<file path="src/rtl/axis_sync_fifo.sv">
// Single-clock show-ahead FIFO; head reads as zero while empty.
module axis_sync_fifo #(
  parameter int unsigned WIDTH = 32,
  parameter int unsigned DEPTH = 8
) (
  input  logic             clk,
  input  logic             rst,
  input  logic             push,
  input  logic             pop,
  input  logic [WIDTH-1:0] wdata,
  output logic [WIDTH-1:0] rdata,
  output logic             full,
  output logic             empty
);

  localparam int unsigned AW = $clog2(DEPTH);

  logic [WIDTH-1:0] mem [DEPTH];
  logic [AW-1:0]    wr_ptr, rd_ptr;
  logic [AW:0]      count;
  logic             do_push, do_pop;

  assign do_push = push && !full;
  assign do_pop  = pop && !empty;
  assign full    = (count == (AW+1)'(DEPTH));
  assign empty   = (count == '0);
  assign rdata   = empty ? '0 : mem[rd_ptr];

  always_ff @(posedge clk or posedge rst) begin
    if (rst) begin
      wr_ptr <= '0;
      rd_ptr <= '0;
      count  <= '0;
    end else begin
      if (do_push) wr_ptr <= wr_ptr + AW'(1);
      if (do_pop)  rd_ptr <= rd_ptr + AW'(1);
      if (do_push && !do_pop)      count <= count + (AW+1)'(1);
      else if (!do_push && do_pop) count <= count - (AW+1)'(1);
    end
  end

  // Storage needs no reset: rdata is masked while empty.
  always_ff @(posedge clk) begin
    if (do_push) mem[wr_ptr] <= wdata;
  end

endmodule

</file>
<file path="config.mk">
export PLATFORM = sky130hd
export DESIGN_NAME = axis_sync_fifo
export DESIGN_NICKNAME = d
export VERILOG_FILES = /design/src/rtl/axis_sync_fifo.sv
export SDC_FILE = /design/constraint.sdc
export NUM_CORES = 1
export LEC_CHECK = 0
export CORE_UTILIZATION = 53
export CTS_BUF_LIST = sky130_fd_sc_hd__clkbuf_16
export CTS_CLUSTER_DIAMETER = 200
export DETAILED_ROUTE_END_ITERATION = 8
export HOLD_SLACK_MARGIN = 0.1
export PLACE_DENSITY_LB_ADDON = 0.3
export SLEW_MARGIN = 5
export SYNTH_ARGS = -nofsm -noshare
export SYNTH_HDL_FRONTEND = slang
export SYNTH_SLANG_ARGS = --single-unit
export TNS_END_PERCENT = 50
</file>
<file path="constraint.sdc">
create_clock -name clk -period 3.4 [get_ports clk]
set_input_delay 0.68 -clock clk [delete_from_list [all_inputs] [get_ports clk]]
set_output_delay 0.68 -clock clk [all_outputs]
set_load 0.1 [all_outputs]
</file>
==> impl_metrics.csv, run 1 <==
group,metric,value,unit
logic_synthesis,synthTopCellsByArea,"edfxtp_1, mux4_2, a22o_1",
logic_synthesis,synth_area,10190,sq um
cts,cts_root_buffer,"clkbuf_16",
route,wl_per_cell,24.24,um
logic_synthesis,synthFlopType,"edfxtp_1",
logic_synthesis,synth.top_cells.by_count,"edfxtp_1, mux4_2, a22o_1",
route,drt_wl_total,19030,um
layout,layout.nets,573,
floorplan,start_util,0.5431,
cts,post_cts_resized,0,
logic_synthesis,synth_top_area_frac,0.7542,
floorplan,die_w,140.7,um
floorplan,die_h,140.7,um
route,initialDrtViolationCount,365,
floorplan,core_area,18770,sq um
route,drc,0,
grt,grt_max_degree,51,
route,via_per_inst,6.099,
cts,cts_buffer_depth,3,
sta,fin_crit_sh,0.9526,
layout,syn_to_final_growth,22.34,%
sta,fin_crit,3.239,ns
cts,cts_tree,"done",
cts,worst_skew_pair.late_latency,0.51,ns
logic_synthesis,yosys.area_share.simple,0.01596,
logic_synthesis,ys_ff_latch,266,
layout,final_cells,785,
grt,grt_pass1_wl,29400,um
logic_synthesis,synth_warnings,0,
floorplan,io_pins,70,
logic_synthesis,synth_xor_xnor_area_share,0.005156,
sta,relSlewSlack,0.3134,
cts,cts.sinks,266,
layout,n_fill_cell,1167,
job,max-cap-violations,0,
sta,tns,0,ns
cts,postCtsSetupRepairBufs,0,
worst_setup_path,critical_path_required,2.72,ns
logic_synthesis,synth_adder_area_share,0.008102,
logic_synthesis,synth_area_leader_cell,"edfxtp_1",
logic_synthesis,yosysMostFrequentCell,"edfxtp_1",
logic_synthesis,synth_edf_count,256,
worst_setup_path,critPathMaxFanout,26,
logic_synthesis,synth.avg_cell_area,23.22,sq um
worst_setup_path,worstSetupPathType,"flip-flop to primary output",
logic_synthesis,syn-num-nets,481,
floorplan,fp.dieArea,19790,sq um
cts,cts_made_buffers,27,
logic_synthesis,synth_cell_types,32,
layout,layout.area.seq,7943,sq um
logic_synthesis,synth-compound-area-share,0.03130,
grt,grt_pass1_vias,5026,
placed_design,dpl-instance-area,11660,sq um
route,dr.pass1.iters,5,
route,ant_nets,0,
worst_setup_path,end_kind,"primary output",
cts,cts_htree_levels,1,
status,status,"complete, no violations",
logic_synthesis,ys_seq_area_frac,0.7788,
grt,antenna_found_initial,0,
grt,grt_usage,0.1999,
layout,diodes,0,
logic_synthesis,async_flop_share,0.03759,
cts,hold_buffers,0,
sta,whs,0.4673,ns
sta,tightest_slew,1.028,ns
placed_design,gp_congestion,0.7558,
worst_setup_path,cp_data_arrival_time,2.56,ns
logic_synthesis,synth_top_family_by_area,"multiplexers",
cts,clk_pin_slew,0.06,ns
worst_setup_path,start_kind,"flip-flop",
layout,fin_area,12470,sq um
placed_design,dp_cells,736,
sta,drv_slew,0,
min_path,hp-class,"input pin to asynchronous set/reset pin",
sta,hold_violations,0,
placed_design,dpl.hpwl,10880,um
sta,rsz0062_at_grt,"false",
route,routed-via-count,4788,
layout,drive_gt1_frac,0.3103,
placed_design,numPortBuffers,69,
sta,max_freq,308.8,MHz
grt,gr-total-overflow,0,
logic_synthesis,synthCells,439,
sta,fin_skew,0.009683,ns
layout,multiInputGateArea,2171,sq um
sta,finalSetupViolations,0,
floorplan,rows,50,
logic_synthesis,muxShareOfSynthArea,0.1457,
worst max-delay path, cell delays in order (launching register included):
cell and delay (ns):
dfrtp_4 0.69, buf_12 0.30, mux4_2 0.54, a22o_1 0.30, buf_12 0.19
per-layer routing:
layer | up-vias | wire, um | track usage
met2 | 172 | 9718 | 0.3325
li1 | 2060 | - | -
met1 | 2531 | 7872 | 0.2836
met5 | - | 0 | 0
met4 | 0 | 243 | 0.04291
met3 | 25 | 1190 | 0.03227
cell usage in the layout (no fill, tap or decap), drive strengths merged, types with 2 or more instances in the layout:
master,synthesis,layout
nand2,4,4
nand2b,2,2
inv,5,13
xnor2,6,6
ha,5,5
nor2,7,7
nand3b,3,3
nand3,4,4
mux2,3,3
mux4,64,64
edfxtp,256,256
clkdlybuf4s50,0,35
or3,3,3
dfrtp,10,10
nor3,2,2
clkbuf,9,27
buf,13,50
a22o,32,32
or4,2,2
clkinv,0,12
path summary, 6_finish.rpt:
path / startpoint / endpoint / slack, ns / depth (start not counted)
max: rd_ptr[0] / rdata[7] / 0.16 / 4
min reg2reg: wr_ptr[0] / wr_ptr[0] / 0.54 / 1
min in group clk: wr_ptr[0] / wr_ptr[0] / 0.54 / 1
min: rst / rd_ptr[0] / 0.47 / 2
max reg2reg: count[0] / count[3] / 0.45 / 9
max in group asynchronous: rst / rd_ptr[0] / 2.62 / 2
metrics by stage:
step	setup WS (ns)	utilization
finish	0.1612	0.6644
global route	0.02097	0.6644
CTS	0.08393	0.6644
detailed placement	0.4688	0.6215
global placement	0.5884	0.6215
floorplan	-0.07953	-
sequential cells by signal (all words and copies together), names as in the netlist:
register  count
wr_ptr        3
mem         256
rd_ptr        3
count         4
layout make-up:
class,instances,share of cell area
clock buffers,27,0.05418
flip-flops and latches,266,0.6370
well taps,234,0.02348
multi-input cells,146,0.1741
inverters,5,0.001505
clock inverters,22,0.01044
repair buffers,85,0.09934
logic make-up after synthesis:
kind of cell,Yosys count
AO/OA/AOI/OAI,37
XOR/XNOR,6
adder cells (fa/ha/maj),6
buffers and inverters,27
flip-flops,266
multiplexers,68
AND/OR/NAND/NOR,29
Power of run 1 is not shown: default switching activity piles up to over one toggle a cycle in this logic, so the estimate is an artifact.
==> run 2, diff against run 1 <==
--- a/config.mk
+++ b/config.mk
@@ -5,12 +5,12 @@
 export SDC_FILE = /design/constraint.sdc
 export NUM_CORES = 1
 export LEC_CHECK = 0
-export CORE_UTILIZATION = 53
+export CORE_UTILIZATION = 50
 export CTS_BUF_LIST = sky130_fd_sc_hd__clkbuf_16
 export CTS_CLUSTER_DIAMETER = 200
 export DETAILED_ROUTE_END_ITERATION = 8
 export HOLD_SLACK_MARGIN = 0.1
-export PLACE_DENSITY_LB_ADDON = 0.3
+export PLACE_DENSITY = 0.81
 export SLEW_MARGIN = 5
 export SYNTH_ARGS = -nofsm -noshare
 export SYNTH_HDL_FRONTEND = slang
==> run 2 against run 1 <==
Effect of this change:
- final area fell by 0.30%
- utilization fell by 3.4 points
- critical path type unchanged
- critical endpoint is now rdata[2]
- highest routed layer unchanged
- worst setup slack got worse by 0.0018 ns
- critical path depth rose by 1
==> impl_metrics.csv, run 2 (synthesis gave the netlist of run 1 again) <==
group,metric,value,unit
status,status,"complete, no violations",
job,max-cap-violations,0,
sta,hold_violations,0,
cts,postCtsSetupRepairBufs,0,
route,drt_wl_total,19420,um
cts,cts_root_buffer,"clkbuf_16",
floorplan,die_w,144.8,um
layout,drive_gt1_frac,0.3122,
sta,max_freq,308.6,MHz
cts,cts_htree_levels,1,
grt,grt_usage,0.1969,
placed_design,dpl-instance-area,11620,sq um
sta,finalSetupViolations,0,
worst_setup_path,path_buf_inv,2,
grt,grtUsageMet3,0.03258,
layout,diodes,0,
placed_design,pre_cts_ws,0.4714,ns
layout,largest_reg_flops,256,
worst_setup_path,cp_slowest_stage_delay,0.77,ns
worst_setup_path,crit_chain,"or4_4, inv_1, nor2_4, a22o_1, buf_12",
cts,cts_buffer_depth,3,
sta,whs,0.4528,ns
sta,rsz0062_at_grt,"false",
route,ant_nets,0,
placed_design,dpl.hpwl,10960,um
cts,cts_tree,"done",
grt,gr-total-overflow,0,
grt,grt_max_degree,39,
layout,layout_commonest_cell,"edfxtp_1",
floorplan,die_h,144.8,um
placed_design,dp_cells,769,
layout,multiInputGateArea,2171,sq um
worst_setup_path,worstSetupStartpoint,"count[0]",
layout,fin_area,12430,sq um
route,drc,0,
layout,layout_common_cells,"edfxtp_1, mux4_2, clkdlybuf4s50_1",
sta,drv_slew,0,
route,dr.pass1.iters,4,
route,wl_per_cell,23.80,um
cts,worst_skew_pair.late_latency,0.52,ns
worst_setup_path,start_kind,"flip-flop",
cts,cts_made_buffers,26,
grt,grt_pass1_vias,5061,
placed_design,numPortBuffers,69,
grt,grt_util_met2,0.3340,
floorplan,core_area,19720,sq um
sta,fin_skew,0.01050,ns
sta,fin_crit_sh,0.9531,
placed_design,gp_congestion,0.6957,
floorplan,fp.dieArea,20960,sq um
worst_setup_path,critPathMaxFanout,32,
layout,final_cells,816,
grt,top_usage_layer,"met2",
sta,relSlewSlack,0.3152,
sta,fin_crit,3.241,ns
worst_setup_path,cp_data_arrival_time,2.56,ns
layout,syn_to_final_growth,21.97,%
grt,antenna_found_initial,0,
floorplan,io_pins,70,
layout,n_fill_cell,1258,
worst_setup_path,end_kind,"primary output",
layout,layout.nets,574,
grt,grt_pass1_wl,29640,um
cts,post_cts_resized,0,
worst_setup_path,crit_family,"simple AND/OR/NAND/NOR gates",
worst_setup_path,worstSetupPathType,"flip-flop to primary output",
worst_setup_path,critical_path_required,2.72,ns
worst_setup_path,r2r_start,"count[0]",
worst_setup_path,crit_slowest_cell,"nor2_4",
layout,top_register,"mem",
floorplan,rows,51,
route,via_per_inst,5.858,
route,initialDrtViolationCount,378,
sta,tightest_slew,1.025,ns
sta,worst_slack,0.1594,ns
route,routed-via-count,4780,
grt,grt_use_met1,0.2618,
cts,hold_buffers,0,
min_path,hp-class,"input pin to asynchronous set/reset pin",
floorplan,start_util,0.5169,
layout,layout.area.seq,7943,sq um
cts,clk_pin_slew,0.06,ns
layout,largestRegisters,"mem (256), count (4)",
cts,cts.sinks,266,
[run 2: changes by cell type in the layout (fill, tap and decap cells not counted), sizes merged]
cell | before | now
clkinv | 12 | 11
bufinv | 1 | 2
inv | 13 | 11
buf | 50 | 52
[run 2: metrics by stage]
step	TNS, ns	utilization
floorplan	-2.545	-
global placement	0	0.5892
detailed placement	0	0.5892
CTS	0	0.6305
global route	0	0.6305
finish	0	0.6305
[run 2: worst paths after layout]
path | cells after the start | endpoint | slack (ns)
worst min register to register | 1 | wr_ptr[0] | 0.53
worst max register to register | 9 | count[3] | 0.47
max in group asynchronous | 2 | rd_ptr[0] | 2.63
min in group clk | 1 | wr_ptr[0] | 0.53
worst min-delay path | 2 | count[3] | 0.45
worst max-delay path | 5 | rdata[2] | 0.16
[run 2: worst reg2reg max path, stage by stage, from the launching register on]
cell and delay (ns):
dfrtp_1 0.45, or4b_2 0.77, nand2_1 0.17, inv_1 0.06, ha_1 0.26, inv_1 0.16
ha_1 0.32, or4_1 0.41, nand3_1 0.10, o221ai_1 0.11
[run 2: area by class of cell]
cell class	count	area share
Inverter	5	0.001510
Clock buffer	27	0.05435
Multi-Input combinational cell	146	0.1746
Sequential cell	266	0.6389
Clock inverter	20	0.01117
Tap cell	265	0.02667
Timing Repair Buffer	87	0.09279
[run 2: routing by layer]
| layer | routed length, um | up-vias |
|---|---|---|
| li1 | - | 2056 |
| met1 | 7704 | 2493 |
| met2 | 10030 | 191 |
| met3 | 1201 | 40 |
| met4 | 488 | 0 |
| met5 | 0 | - |
Power of run 2 is left out for the same reason.
==> run 3, diff against run 2 <==
--- a/config.mk
+++ b/config.mk
@@ -5,12 +5,13 @@
 export SDC_FILE = /design/constraint.sdc
 export NUM_CORES = 1
 export LEC_CHECK = 0
-export CORE_UTILIZATION = 50
+export CORE_ASPECT_RATIO = 0.7
+export CORE_UTILIZATION = 30
 export CTS_BUF_LIST = sky130_fd_sc_hd__clkbuf_16
 export CTS_CLUSTER_DIAMETER = 200
 export DETAILED_ROUTE_END_ITERATION = 8
 export HOLD_SLACK_MARGIN = 0.1
-export PLACE_DENSITY = 0.81
+export PLACE_DENSITY = 0.57
 export SLEW_MARGIN = 5
 export SYNTH_ARGS = -nofsm -noshare
 export SYNTH_HDL_FRONTEND = slang
==> run 3 against run 2 <==
Effect of this change:
- utilization shrank 25 points
- hold slack gained 0.0024 ns
- wire length grew 11%
- maximum frequency shrank 1.6%
- worst setup slack lost 0.053 ns
- first-iteration DRC count shrank 7.1%
- via count shrank 1.5%
- clock-buffer cell count is the same
==> impl_metrics.csv, run 3 (synthesis gave the netlist of run 1 again) <==
group,metric,value,unit
status,status,"complete, no violations",
grt,grt_max_degree,43,
layout,layout_commonest_cell,"edfxtp_1",
cts,cts_buffer_depth,3,
grt,grt_pass1_vias,5144,
route,via_per_inst,4.792,
worst_setup_path,critical_path_required,2.72,ns
worst_setup_path,cp_data_arrival_time,2.61,ns
grt,grt_pass1_wl,32530,um
worst_setup_path,critPathMaxFanout,42,
route,dr.pass1.iters,4,
min_path,hp-class,"input pin to asynchronous set/reset pin",
placed_design,dpl.hpwl,12340,um
cts,cts_made_buffers,26,
worst_setup_path,crit_chain,"buf_12, mux4_2, a22o_1, buf_12",
floorplan,rows,56,
cts,clk_pin_slew,0.06,ns
grt,grt_usage,0.1268,
route,drc,0,
floorplan,die_w,222.3,um
grt,gr-total-overflow,0,
sta,fin_crit,3.294,ns
cts,cts_tree,"done",
route,ant_nets,0,
layout,largestRegisters,"mem (256), count (4)",
worst_setup_path,r2r_start,"count[0]",
sta,rsz0062_at_grt,"false",
route,routed-via-count,4706,
route,wl_per_cell,22.01,um
worst_setup_path,rrSetupSlack,0.49,ns
route,initialDrtViolationCount,351,
floorplan,io_pins,70,
layout,largest_reg_flops,256,
route,drt_wl_total,21610,um
worst_setup_path,reg2reg_depth,9,
sta,hold_violations,0,
sta,worst_slack,0.1062,ns
placed_design,pre_cts_ws,0.4693,ns
floorplan,die_h,156.2,um
floorplan,fp.dieArea,34730,sq um
placed_design,numPortBuffers,69,
sta,relSlewSlack,0.2668,
cts,cts_htree_levels,1,
floorplan,start_util,0.3043,
layout,top_register,"mem",
floorplan,core_area,33490,sq um
sta,max_freq,303.6,MHz
cts,worst_skew_pair.late_latency,0.52,ns
worst_setup_path,worstSetupPathType,"flip-flop to primary output",
sta,tightest_slew,1.097,ns
layout,final_cells,982,
worst_setup_path,crit_family,"flip-flops",
layout,syn_to_final_growth,25.26,%
cts,cts.sinks,266,
layout,layout.nets,569,
worst_setup_path,crit_slowest_cell,"dfrtp_2",
sta,drv_slew,0,
worst_setup_path,cp_slowest_stage_delay,0.80,ns
layout,drive_gt1_frac,0.3168,
worst_setup_path,r2r_end,"count[3]",
placed_design,dp_cells,934,
sta,finalSetupViolations,0,
placed_design,gp_congestion,0.7091,
worst_setup_path,end_kind,"primary output",
worst_setup_path,path_buf_inv,2,
grt,antenna_found_initial,0,
worst_setup_path,cpMostUsedCell,"buf_12",
sta,fin_skew,0.008181,ns
worst_setup_path,start_kind,"flip-flop",
cts,postCtsSetupRepairBufs,0,
job,max-cap-violations,0,
layout,layout_common_cells,"edfxtp_1, mux4_2, buf_12",
sta,fin_crit_sh,0.9688,
sta,whs,0.4553,ns
cts,cts_root_buffer,"clkbuf_16",
[run 3: changes by cell type in the layout (fill, tap and decap cells not counted), sizes merged]
cell,previous run,this run
buf,52,47
bufinv,2,4
clkinv,11,12
diode,0,1
inv,11,8
[run 3: final cells by class]
cell class / instances / area [sq um]
diodes: 1 / 2.502
clock buffers: 27 / 675.6
clock inverters: 20 / 193.9
fillers: 2988 / 20720
inverters: 5 / 18.77
multi-input cells: 146 / 2171
flip-flops and latches: 266 / 7945
well taps: 435 / 544.3
repair buffers: 82 / 1216
[run 3: worst max-delay path by stage]
stage / from / endpoint / slack [ns] / cells after the start
floorplan: push / mem[1][0] / -0.08 / 2
global placement: push / count[3] / 0.60 / 9
detailed placement: push / count[3] / 0.47 / 9
CTS: count[0] / rdata[30] / 0.03 / 5
global route: count[0] / rdata[7] / 0.007 / 5
finish: rd_ptr[1] / rdata[20] / 0.11 / 4
[run 3: layer usage]
metal / vias up / wire (um) / track usage
met5: - / 0 / 0
met4: 0 / 299 / 0.02480
met3: 21 / 1015 / 0.02760
met2: 97 / 10220 / 0.2078
met1: 2536 / 10080 / 0.1746
li1: 2052 / - / -
[run 3: stage by stage]
| stage | instance area, sq um | utilization | setup TNS, ns |
|---|---|---|---|
| final | 12770 | 0.3812 | 0 |
| after global routing | 12760 | 0.3811 | 0 |
| after CTS | 12760 | 0.3811 | 0 |
| after detailed placement | 11890 | 0.3551 | 0 |
| after global placement | 11890 | 0.3551 | 0 |
| after floorplan | 10200 | - | -2.545 |
[run 3: timing repair]
action,4_1_cts,5_1_grt
endpoints found under the setup margin,0,32
gates resized for setup,0,2
hold buffers,0,0
endpoints found under the hold margin,0,0
Power of run 3 is left out for the same reason.
